--- src/rtl/exp_datapath_pkg.sv ---
// Shared definitions for the square-and-multiply exponentiator: control-word
// layout and select encodings used by both the controller and the datapath.
package exp_pkg;

  localparam int unsigned CTRL_BITS = 8;

  // Control word bit positions, MSB to LSB
  localparam int unsigned CB_LOADA    = 7;
  localparam int unsigned CB_LOADCOUN = 6;
  localparam int unsigned CB_LOADB    = 5;
  localparam int unsigned CB_SHIFTB   = 4;
  localparam int unsigned CB_LOADC    = 3;
  localparam int unsigned CB_SCOUN    = 2;
  localparam int unsigned CB_SC_HI    = 1;
  localparam int unsigned CB_SC_LO    = 0;

  typedef enum logic [1:0] {
    SC_ONE  = 2'b00,
    SC_SQR  = 2'b01,
    SC_MUL  = 2'b10,
    SC_HOLD = 2'b11
  } sc_sel_e;

  typedef enum logic {
    SCOUN_LOAD = 1'b0,
    SCOUN_DEC  = 1'b1
  } scoun_sel_e;

  typedef logic [CTRL_BITS-1:0] ctrl_word_t;

  function automatic ctrl_word_t make_ctrl(
    input logic       load_a,
    input logic       load_coun,
    input logic       load_b,
    input logic       shift_b,
    input logic       load_c,
    input scoun_sel_e s_coun,
    input sc_sel_e    s_c
  );
    ctrl_word_t w;
    w                     = '0;
    w[CB_LOADA]           = load_a;
    w[CB_LOADCOUN]        = load_coun;
    w[CB_LOADB]           = load_b;
    w[CB_SHIFTB]          = shift_b;
    w[CB_LOADC]           = load_c;
    w[CB_SCOUN]           = s_coun;
    w[CB_SC_HI:CB_SC_LO]  = s_c;
    return w;
  endfunction

endpackage

--- src/rtl/exp_datapath_if.sv ---
// Controller-to-datapath bus: operand inputs, 8-bit control word fields and
// the status/result returned to the controller.
interface exp_datapath_if #(
  parameter int unsigned W = 8
);
  logic [W-1:0] a_in;
  logic [W-1:0] b_in;
  logic         LoadA;
  logic         LoadCoun;
  logic         LoadB;
  logic         ShiftB;
  logic         LoadC;
  logic         S_Coun;
  logic [1:0]   S_C;
  logic         equals;
  logic         prevRegB;
  logic [W-1:0] result;

  modport master (
    output a_in, b_in, LoadA, LoadCoun, LoadB, ShiftB, LoadC, S_Coun, S_C,
    input  equals, prevRegB, result
  );

  modport slave (
    input  a_in, b_in, LoadA, LoadCoun, LoadB, ShiftB, LoadC, S_Coun, S_C,
    output equals, prevRegB, result
  );
endinterface

--- src/rtl/exp_bit_counter.sv ---
// Exponent bit counter: loads W or decrements (saturating at zero);
// equals flags the exhausted count.
module exp_bit_counter
  import exp_pkg::*;
#(
  parameter int unsigned W  = 8,
  parameter int unsigned CW = $clog2(W + 1)
) (
  input  logic       clk,
  input  logic       rst_n,
  input  logic       load_en,
  input  scoun_sel_e sel,
  output logic       equals
);

  logic [CW-1:0] cnt;

  always_ff @(posedge clk or negedge rst_n) begin
    if (!rst_n) begin
      cnt <= '0;
    end else if (load_en) begin
      if (sel == SCOUN_LOAD) begin
        cnt <= CW'(W);
      end else if (cnt != '0) begin
        cnt <= cnt - CW'(1);
      end
    end
  end

  assign equals = (cnt == '0);

endmodule

--- src/rtl/exp_datapath.sv ---
// Datapath of the left-to-right square-and-multiply exponentiator; executes
// the control word each cycle and returns equals/prevRegB to the controller.
module exp_datapath
  import exp_pkg::*;
#(
  parameter int unsigned W = 8
) (
  input logic           clk,
  input logic           rst_n,
  exp_datapath_if.slave bus
);

  logic [W-1:0] a_q;
  logic [W-1:0] b_q;
  logic [W-1:0] c_q;
  logic [W-1:0] c_next;
  sc_sel_e      sc_sel;

  assign sc_sel = sc_sel_e'(bus.S_C);

  // W-bit products keep only the low W bits of the full product (mod 2^W);
  // operands are the pre-edge registers, so LoadA with SC_MUL uses old A.
  always_comb begin
    c_next = c_q;
    unique case (sc_sel)
      SC_ONE:  c_next = W'(1);
      SC_SQR:  c_next = c_q * c_q;
      SC_MUL:  c_next = c_q * a_q;
      SC_HOLD: c_next = c_q;
    endcase
  end

  always_ff @(posedge clk or negedge rst_n) begin
    if (!rst_n) begin
      a_q <= '0;
      b_q <= '0;
      c_q <= W'(1);
    end else begin
      if (bus.LoadA) begin
        a_q <= bus.a_in;
      end
      if (bus.LoadB) begin
        b_q <= bus.b_in;
      end else if (bus.ShiftB) begin
        b_q <= {b_q[W-2:0], 1'b0};
      end
      if (bus.LoadC) begin
        c_q <= c_next;
      end
    end
  end

  exp_bit_counter #(
    .W (W)
  ) u_bit_counter (
    .clk     (clk),
    .rst_n   (rst_n),
    .load_en (bus.LoadCoun),
    .sel     (scoun_sel_e'(bus.S_Coun)),
    .equals  (bus.equals)
  );

  assign bus.prevRegB = b_q[W-1];
  assign bus.result   = c_q;

endmodule

--- src/flat_wrapper.sv ---
// flat-port wrapper written by rule: the top's interface ports become plain ports
module exp_datapath_flat import exp_pkg::*;
#(
  parameter int unsigned W = 8
)
  (clk, rst_n, bus_a_in, bus_b_in, bus_LoadA, bus_LoadCoun, bus_LoadB, bus_ShiftB, bus_LoadC, bus_S_Coun, bus_S_C, bus_equals, bus_prevRegB, bus_result);
  exp_datapath_if #(.W(W)) bus_i ();
  input logic clk;
  input logic rst_n;
  input wire logic [$bits(bus_i.a_in)-1:0] bus_a_in;
  input wire logic [$bits(bus_i.b_in)-1:0] bus_b_in;
  input wire logic [$bits(bus_i.LoadA)-1:0] bus_LoadA;
  input wire logic [$bits(bus_i.LoadCoun)-1:0] bus_LoadCoun;
  input wire logic [$bits(bus_i.LoadB)-1:0] bus_LoadB;
  input wire logic [$bits(bus_i.ShiftB)-1:0] bus_ShiftB;
  input wire logic [$bits(bus_i.LoadC)-1:0] bus_LoadC;
  input wire logic [$bits(bus_i.S_Coun)-1:0] bus_S_Coun;
  input wire logic [$bits(bus_i.S_C)-1:0] bus_S_C;
  output wire logic [$bits(bus_i.equals)-1:0] bus_equals;
  output wire logic [$bits(bus_i.prevRegB)-1:0] bus_prevRegB;
  output wire logic [$bits(bus_i.result)-1:0] bus_result;
  assign bus_i.a_in = bus_a_in;
  assign bus_i.b_in = bus_b_in;
  assign bus_i.LoadA = bus_LoadA;
  assign bus_i.LoadCoun = bus_LoadCoun;
  assign bus_i.LoadB = bus_LoadB;
  assign bus_i.ShiftB = bus_ShiftB;
  assign bus_i.LoadC = bus_LoadC;
  assign bus_i.S_Coun = bus_S_Coun;
  assign bus_i.S_C = bus_S_C;
  assign bus_equals = bus_i.equals;
  assign bus_prevRegB = bus_i.prevRegB;
  assign bus_result = bus_i.result;
  exp_datapath #(.W(W)) u_core (.clk(clk), .rst_n(rst_n), .bus(bus_i));
endmodule
--- config.mk ---
export PLATFORM = sky130hd
export DESIGN_NAME = exp_datapath_flat
export DESIGN_NICKNAME = d
export VERILOG_FILES = /design/src/rtl/exp_datapath_pkg.sv /design/src/rtl/exp_datapath_if.sv /design/src/rtl/exp_bit_counter.sv /design/src/rtl/exp_datapath.sv /design/src/flat_wrapper.sv
export SDC_FILE = /design/constraint.sdc
export NUM_CORES = 1
export LEC_CHECK = 0
export ABC_AREA = 0
export CORE_MARGIN = 3
export CORE_UTILIZATION = 50
export DETAILED_ROUTE_END_ITERATION = 8
export MAX_ROUTING_LAYER = met4
export PLACE_DENSITY = 0.83
export SLEW_MARGIN = 20
export SYNTH_ARGS = -nofsm -noshare
export SYNTH_HDL_FRONTEND = slang
export SYNTH_SLANG_ARGS = --single-unit
--- constraint.sdc ---
create_clock -name clk -period 4.9 [get_ports clk]
set_input_delay 0.98 -clock clk [delete_from_list [all_inputs] [get_ports clk]]
set_output_delay 0.98 -clock clk [all_outputs]
set_load 0.01 [all_outputs]
Word-level counts from Yosys, hierarchy flattened
Index checks and enable logic that the tools add are counted.
W data, S select, Z words.
Storage, ports and cells
  register bits after elaboration: 28
  input port bits: 26
Cells by class
  $add $sub $neg: 1
  $mul: 2
  equal/unequal tests: 4
  multiplexer cells: 5
  bitwise gates (word level): 1
  reductions and logical operators: 6
Operators with widths (count)
  $pmux W8 S3: 1
  $mul A8 B8 Y8: 2
  $mux W8: 2
  $mux W4: 2
  $eq A2 B2 Y1 const B: 2
  $logic_not A4 Y1: 1
  $reduce_and A2 Y1: 2
  $reduce_bool A4 Y1: 1
  $sub A4 B1 Y4 const B: 1
  $eq A2 B1 Y1 const B: 1
  $logic_not A2 Y1: 1
  $ne A2 B1 Y1 const B: 1
  $reduce_bool A2 Y1: 1
  $not A1 Y1: 1

Depth between registers and ports, before layout
Gate-level depths: netlist of the first run.
  depth after elaboration: 3
  gate-level depth with buffers: 16
  mapped depth without buffers: 15

By module
From an unflattened synthesis of the first run, not the netlist that was laid out.
Second synthesis, totals
  cells, all modules: 295
  area total of the unflattened synthesis: 2777.7 sq um
By module, submodules not included
  exp_datapath: instances 1, cells each 270, area an instance 2532.4 sq um, sequential area each 601.8 sq um
  exp_bit_counter: instances 1, cells each 25, area an instance 245.2 sq um, sequential area each 100.1 sq um

Worst setup path after synthesis of the first run
OpenSTA, ideal clock, no wires.
  kind: flip-flop to flip-flop
  start point: register u_core.c_q[1] (netlist: u_core.bus.result[1])
  end point: register u_core.c_q[7] (netlist: u_core.bus.result[7])
  setup time: 0.127 ns
  data arrival time: 4.225 ns
  slack: 0.549 ns
  stages on the path, launching flop included: 16
  period minus slack after synthesis: 4.351 ns
  cell sequence: dfrtp_1 > clkbuf_1 > nand2_1 > fa_1 > fa_1 > inv_1 > fa_1 > inv_1 > fa_1 > inv_1 > ha_1 > a21oi_1 > xnor3_1 > xnor3_1 > a221oi_2 > a21oi_1
Between the ends
  longest elaborated chain between the ends: 2
Ends and longest elaborated chain
  start: declaration: RTL line exp_datapath.sv:15  | logic [W-1:0] c_q;
  start signal: assignment: RTL line exp_datapath.sv:48  | c_q <= c_next;
  $mul A8 B8 Y8 (on tied branches): RTL line exp_datapath.sv:28, exp_datapath.sv:27
  $pmux W8 S3 (*): RTL line exp_datapath.sv:25  | unique case (sc_sel)
Every way passes the cells marked *; elsewhere a longest branch is shown, timed or not.
A chain may end at the register's enable or synchronous reset.

Worst setup path after layout of the first run
Ends and elaborated chain as after synthesis.

==> key figures, run 1 <==
Route
  • Via count: 2,014
  • Final ANT Viol Nets: 0
  • Total wire length: between 5000 and 6000 um
  • DR vias/cell: 5.06
  • Avg WL per Cell: 13.1 um
  • TritonRoute pass-1 iters: 4
  • 1st-iter DRT viols: 59
  • DRC Markers: 0

Synthesis
  • Synth Area in XOR/XNOR: 0.0832
  • Area share of fa/ha/maj cells after synthesis: 0.296
  • Multiplexer share of the synthesized area: 0.0582
  • Warnings from Yosys: 0
  • Largest cells by area after synthesis: dfrtp_1 (25%), ha_1 (15%), fa_1 (15%)
  • Post-Syn Area: about 2800 um^2
  • Cells after Synth: 293
  • Prevailing post-synth register cell: dfrtp_1
  • Synth Net Count: 372
  • Post-synth EDFFs: 0
  • Sequential-to-total area share from yosys stat: 0.255
  • Leading area contributor after synthesis: dfrtp_1
  • Synth Area in Compound Gates: 0.0850
  • Netlist cell types: 32
  • Async SR Flop Fraction: 1.00
  • Mapped Avg Cell Area: 9.39 um^2
  • Synth top area share: 0.246
  • Largest family of logic cells by synthesized area: adder cells
  • Seq cells post-synth: 28
  • Post-Synth Simple-Gate Area: 0.146

Clocking
  • Clock transition at path regs: 0.09 ns
  • H-tree depth: 1
  • Cts bufs inserted: 3
  • Post-CTS Resized: 0
  • Clock Sinks: 28
  • CTS tree: built
  • CTS Buffer Depth: 2
  • Root Driver: clkbuf_8
  • Clk Latency, worst-skew pair: 0.28 ns
  • Buffer count from post-CTS setup fixing: 0
  • Hold buffer count at cts: 0

GRT
  • Largest net degree at the start of global routing: 29
  • Number of antenna violations at the first check in global routing: 0
  • First-pass GRT wire length: between 8000 and 9000 um
  • Grt total ovfl: 0
  • Number of global-route vias before repair: 2,027
  • Met3 Usage GRT: 0.0135
  • Met2 usage: 0.305
  • Global Route Usage Sum: 0.177
  • Grt peak-use layer: met2
  • GRT met1 Usage: 0.224

Timing
  • Final setup vio count: 0
  • Final hold viol count: 0
  • Max_slew headroom: 0.704
  • Final period util: 0.862
  • Worst Max-Slew Pin Slew: 0.442 ns
  • Final worst path period need: 4.23 ns
  • Setup TNS: 0 ns
  • Clock skew: 0.00344 ns
  • RSZ-0062 raised after global routing: false
  • Setup slack after layout: 0.675 ns
  • Max Fclk: 237 MHz
  • Max Slew Vio Count: 0

Die
  • # IOs: 36
  • Core ar.: 5200 um^2
  • Starting Density: 0.529
  • Die Area: ~6400 um^2
  • Die height: 80.2 um
  • Rows: 26
  • Die W: 80.2 um

Worst setup path
  • Worst setup path category: flip-flop to flip-flop
  • CP endpoint kind: flip-flop
  • Worst-path maximum fanout: 6
  • Slowest cell on crit path: fa_1
  • CP Launch Type: flip-flop
  • Req. time, crit path: 5.07 ns
  • Worst Path Arrival: 4.39 ns
  • CP most frequent cell: fa_1
  • Worst-path cell chain: nand2_1, fa_1, fa_1, inv_1, fa_1, inv_1, fa_1, inv_1, ha_1, a21oi_1, xnor3_1, xnor3_1, a221oi_2, a21oi_1
  • Worst path max stage delay: 0.54 ns

Placement
  • Port Buf Inserts: 35
  • Dpl ws: a little under 0.7 ns
  • DP Wirelength: 4310 um
  • GPL Wtd Cong: 0.801

Pwr
  • Leak pwr: 1.62 nW
  • Max VDD drop: around 0.16 mV
  • Power Dens Cells: 214 nW/um^2

Status
  • Status: completed

Layout
  • NumNets Final: 408
  • Area delta synth->final: 18.1%
  • # diodes: 0
  • Commonest non-fill, non-tap cells in the layout: inv_1 (47), nand2_1 (40), clkdlybuf4s50_1 (35)
  • Commonest non-fill, non-tap cell in the layout: inv_1
  • Share of cells above drive strength 1: 0.0762

Run
  • Maxcap violations: 0

Hold path
  • Hold Path Class: flip-flop to flip-flop
sequential cells by signal, indices dropped and copies added (netlist names):
signal and flops:
u_core.b_q 8, u_core.u_bit_counter.cnt 4, u_core.a_q 8, u_core.bus.result 8
cell usage after synthesis, drive strengths merged, types with 5 or more instances:
cell	n
inv	47
nand2	41
ha	33
and2	27
dfrtp	27
fa	20
o21ai	18
xnor2	15
clkbuf	9
mux2	8
mux2i	7
a21oi	6
xor2	6
a21o	5
cells by family after synthesis:
family	count (synthesis)
AOI/OAI and AO/OA	38
xor gates and xnor gates	23
muxes	15
adders and majority gates	53
buffers and inverters	56
and+or+nand+nor	80
DFF	28
worst max-delay path, delay by kind of cell, from the launching register on:
| family | cells | cell delay (ns) |
|---|---|---|
| fa+ha+maj | 5 | 2.31 |
| xor+xnor | 2 | 0.63 |
| compound gates | 3 | 0.50 |
| flops | 1 | 0.44 |
| buf+inv | 3 | 0.14 |
| simple gates | 1 | 0.10 |
per-layer routing:
metal / vias up / wire, um
li1: 1005 / -
met4: 0 / 103
met3: 11 / 150
met2: 40 / 2630
met1: 958 / 2330
met5: - / 0
cell type report:
cell class | count | area [um^2]
clock buffer | 4 | 55.1
fill | 440 | 1960
inverter | 47 | 176
multi-input combinational | 209 | 1840
sequential | 28 | 702
tap | 70 | 87.6
timing repair buffer | 40 | 388
final timing paths:
kind	from	to	slack (ns)	cells past startpoint
worst min register to register	u_core.u_bit_counter.cnt[3]$_DFFE_PN0P_	u_core.u_bit_counter.cnt[3]$_DFFE_PN0P_	0.52	1
worst max-delay path	u_core.bus.result[1]$_DFFE_PN0P_	u_core.bus.result[7]$_DFFE_PN0P_	0.67	14
worst min-delay path	u_core.u_bit_counter.cnt[3]$_DFFE_PN0P_	u_core.u_bit_counter.cnt[3]$_DFFE_PN0P_	0.52	1
min in group asynchronous	rst_n	u_core.u_bit_counter.cnt[3]$_DFFE_PN0P_	1.07	2
max in group asynchronous	rst_n	u_core.bus.result[0]$_DFFE_PN1P_	3.53	2
worst max register to register	u_core.bus.result[1]$_DFFE_PN0P_	u_core.bus.result[7]$_DFFE_PN0P_	0.67	14
where the power goes:
| group | switching (W) | internal, W |
|---|---|---|
| clock | 0.0000712 | 0.0000720 |
| combinational | 0.000129 | 0.000130 |
| sequential | 0.0000311 | 0.000262 |
| total | 0.000231 | 0.000464 |
per-stage QoR:
step	total power (W)	area [um^2]	hold WS (ns)	cells	utilization
final	0.000695	3250	0.519	398	0.624
after global routing	0.000747	3250	0.552	398	0.624
after CTS	0.000703	3250	0.523	398	0.624
after detailed placement	0.000560	3190	0.497	394	0.613
after global placement	0.000549	3190	0.493	394	0.613
after floorplan	0.000462	2750	0.474	293	-
No activity file was read; power rests on OpenSTA's default activity.
==> inputs of run 2 (changes only) <==
Settings changed: CTS_BUF_LIST set to sky130_fd_sc_hd__clkbuf_4, SLEW_MARGIN 20 to not set.
==> run 2 against run 1 <==
Against the previous run: non-clock buffer count stayed put; sequential power hardly changed; cell count is the same; largest cell class unchanged; sequential cell count unchanged; via count grew 0.70%; utilization shrank 0.55 points; maximum frequency is 0.19% lower; die area stayed put; highest routed layer unchanged; combinational power about the same; power shrank 6.5%.
==> key figures, run 2 (synthesized netlist as in run 1, its figures left out) <==
Status
  • Status: completed

Clocking
  • CTS Buffer Depth: 2 (unchanged)
  • Cts bufs inserted: 3 (unchanged)
  • Hold buffer count at cts: 0 (unchanged)
  • CTS tree: built
  • Clock transition at path regs: 0.15 ns (+0.06 ns)
  • H-tree depth: 1 (unchanged)
  • Clk Latency, worst-skew pair: 0.33 ns (+0.05 ns)
  • Root Driver: clkbuf_4
  • Buffer count from post-CTS setup fixing: 0 (unchanged)
  • Clock Sinks: 28 (unchanged)
  • Post-CTS Resized: 0 (unchanged)

Die
  • Rows: 26 (unchanged)
  • Die height: 80.2 um (unchanged)
  • # IOs: 36 (unchanged)
  • Starting Density: 0.529 (unchanged)
  • Die Area: 6430 um^2 (unchanged)
  • Core ar.: 5200 um^2 (unchanged)
  • Die W: 80.2 um (unchanged)

Pwr
  • Psw: 0.000228 W (-1.4%)
  • Power Dens Cells: 202 nW/um^2 (-5.7%)
  • Combinational fraction of design power: 0.398 (+0.026)
  • Sw frac: 0.351 (+0.0183)
  • Sequential Power Share: 0.452 (+0.030)
  • P_int: 0.000422 W (-9.1%)
  • PnR Total Power: 0.000650 W (-6.5%)
  • Clock network power share: 0.150 (-0.056)
  • Leak pwr: 1.61 nW (-0.82%)
  • Max VDD drop: 0.153 mV (-6.5%)

Worst setup path
  • Worst setup path category: flip-flop to flip-flop
  • Worst Path Arrival: 4.47 ns (+0.08 ns)
  • Req. time, crit path: 5.13 ns (+0.06 ns)
  • RR Endpoint: u_core.bus.result[7]$_DFFE_PN0P_
  • CP Launch Type: flip-flop
  • Reg-to-reg slack, setup: 0.67 ns (about the same)
  • CP endpoint kind: flip-flop
  • RR Startpoint: u_core.bus.result[1]$_DFFE_PN0P_
  • Worst-path maximum fanout: 6 (unchanged)
  • Worst r2r path cells: 14 (unchanged)

Timing
  • Max_slew headroom: 0.709 (+0.00509)
  • Final hold viol count: 0 (unchanged)
  • Max Fclk: 236 MHz (-0.19%)
  • Setup TNS: 0 ns (unchanged)
  • Final setup vio count: 0 (unchanged)
  • Max Slew Vio Count: 0 (unchanged)
  • Final period util: 0.864 (+0.00163)
  • Worst Max-Slew Pin Slew: 0.435 ns (-0.00760 ns)
  • Clock skew: 0.00377 ns (+0.000323 ns)
  • RSZ-0062 raised after global routing: false
  • Final worst path period need: 4.23 ns (+0.00798 ns)

Route
  • DR vias/cell: 5.10 (+0.70%)
  • Avg WL per Cell: 13.1 um (about the same)
  • DRC Markers: 0 (unchanged)
  • Final ANT Viol Nets: 0 (unchanged)
  • Via count: 2,028 (+0.70%)
  • 1st-iter DRT viols: 58 (-1.7%)
  • Total wire length: 5210 um (about the same)
  • TritonRoute pass-1 iters: 4 (unchanged)

Hold path
  • Hold Path Class: flip-flop to flip-flop
  • Hold_sp: u_core.u_bit_counter.cnt[3]$_DFFE_PN0P_
  • WHS Endpoint: u_core.u_bit_counter.cnt[3]$_DFFE_PN0P_
  • Worst hold path stage count: 1 (unchanged)

GRT
  • Number of antenna violations at the first check in global routing: 0 (unchanged)
  • Grt total ovfl: 0 (unchanged)
  • Global Route Usage Sum: 0.178 (+0.000245)
  • Number of global-route vias before repair: 2,020 (-0.35%)
  • First-pass GRT wire length: 8810 um (-0.38%)
  • Largest net degree at the start of global routing: 29 (unchanged)

Layout
  • Final instance area: 3220 um^2 (-0.89%)
  • Final core occ: 0.619 (-0.00553)
  • Share of cells above drive strength 1: 0.0732 (-0.00305)
  • # diodes: 0 (unchanged)
  • Commonest non-fill, non-tap cells in the layout: inv_1 (47), nand2_1 (40), clkdlybuf4s50_1 (35)
  • Area delta synth->final: 17.0%
  • NumNets Final: 408 (unchanged)
  • Commonest non-fill, non-tap cell in the layout: inv_1

Placement
  • DP Wirelength: 4310 um (unchanged)
  • GPL Wtd Cong: 0.801 (unchanged)
  • Port Buf Inserts: 35 (unchanged)
  • Area after detailed placement: 3190 um^2 (unchanged)

Run
  • Maxcap violations: 0 (unchanged)
## run 2: cell types whose count changed in the layout (fill, tap and decap cells not counted)
cell,before,now
clkbuf_4,0,3
clkbuf_8,4,0
clkinv_1,0,1
## run 2: worst max path at each step
stage                                     startpoint                               end  slack [ns]  cells after the start
floorplan           u_core.bus.result[1]$_DFFE_PN0P_  u_core.bus.result[7]$_DFFE_PN0P_        0.55                     15
global route        u_core.bus.result[1]$_DFFE_PN0P_  u_core.bus.result[7]$_DFFE_PN0P_        0.47                     14
finish              u_core.bus.result[1]$_DFFE_PN0P_  u_core.bus.result[7]$_DFFE_PN0P_        0.67                     14
CTS                 u_core.bus.result[1]$_DFFE_PN0P_  u_core.bus.result[7]$_DFFE_PN0P_        0.65                     14
detailed placement  u_core.bus.result[1]$_DFFE_PN0P_  u_core.bus.result[7]$_DFFE_PN0P_        0.67                     14
global placement    u_core.bus.result[4]$_DFFE_PN0P_  u_core.bus.result[7]$_DFFE_PN0P_        0.78                     14
## run 2: layout make-up
cell class,instances,area (um^2)
clock buffers,3,22.5
clock inverters,1,3.75
fillers,446,1990
inverters,47,176
multi-input cells,209,1840
flip-flops and latches,28,702
well taps,70,87.6
repair buffers,40,388
## run 2: critical path, stage by stage (launching register included)
cell and delay (ns):
dfrtp_1 0.45, nand2_1 0.11, fa_1 0.46, fa_1 0.54, inv_1 0.05, fa_1 0.47, inv_1 0.05, fa_1 0.52
inv_1 0.04, ha_1 0.32, a21oi_1 0.17, xnor3_1 0.24, xnor3_1 0.39, a221oi_2 0.27, a21oi_1 0.06
## run 2: metal layers
metal	vias to the layer above	routed length, um	track usage
li1	1004	-	-
met1	973	2320	0.224
met2	44	2650	0.305
met3	7	163	0.0168
met4	0	69	0.0524
met5	-	0	-
## run 2: per-stage QoR
step           std cells  hold slack, ns  worst slack (ns)
3_5_place_dp         394           0.497             0.674
4_1_cts              398           0.532             0.649
6_report             398           0.528             0.667
2_1_floorplan        293           0.474             0.549
3_3_place_gp         394           0.493             0.782
5_1_grt              398           0.558             0.468
## run 2: power by group through the flow
| stage | logic (W) | clock network [W] | registers, W |
|---|---|---|---|
| after detailed placement | 0.000262 | 0 | 0.000298 |
| after CTS | 0.000264 | 0.000101 | 0.000294 |
| after global placement | 0.000252 | 0 | 0.000297 |
| final | 0.000259 | 0.0000976 | 0.000294 |
| after floorplan | 0.000170 | 0 | 0.000292 |
| after global routing | 0.000293 | 0.000110 | 0.000299 |
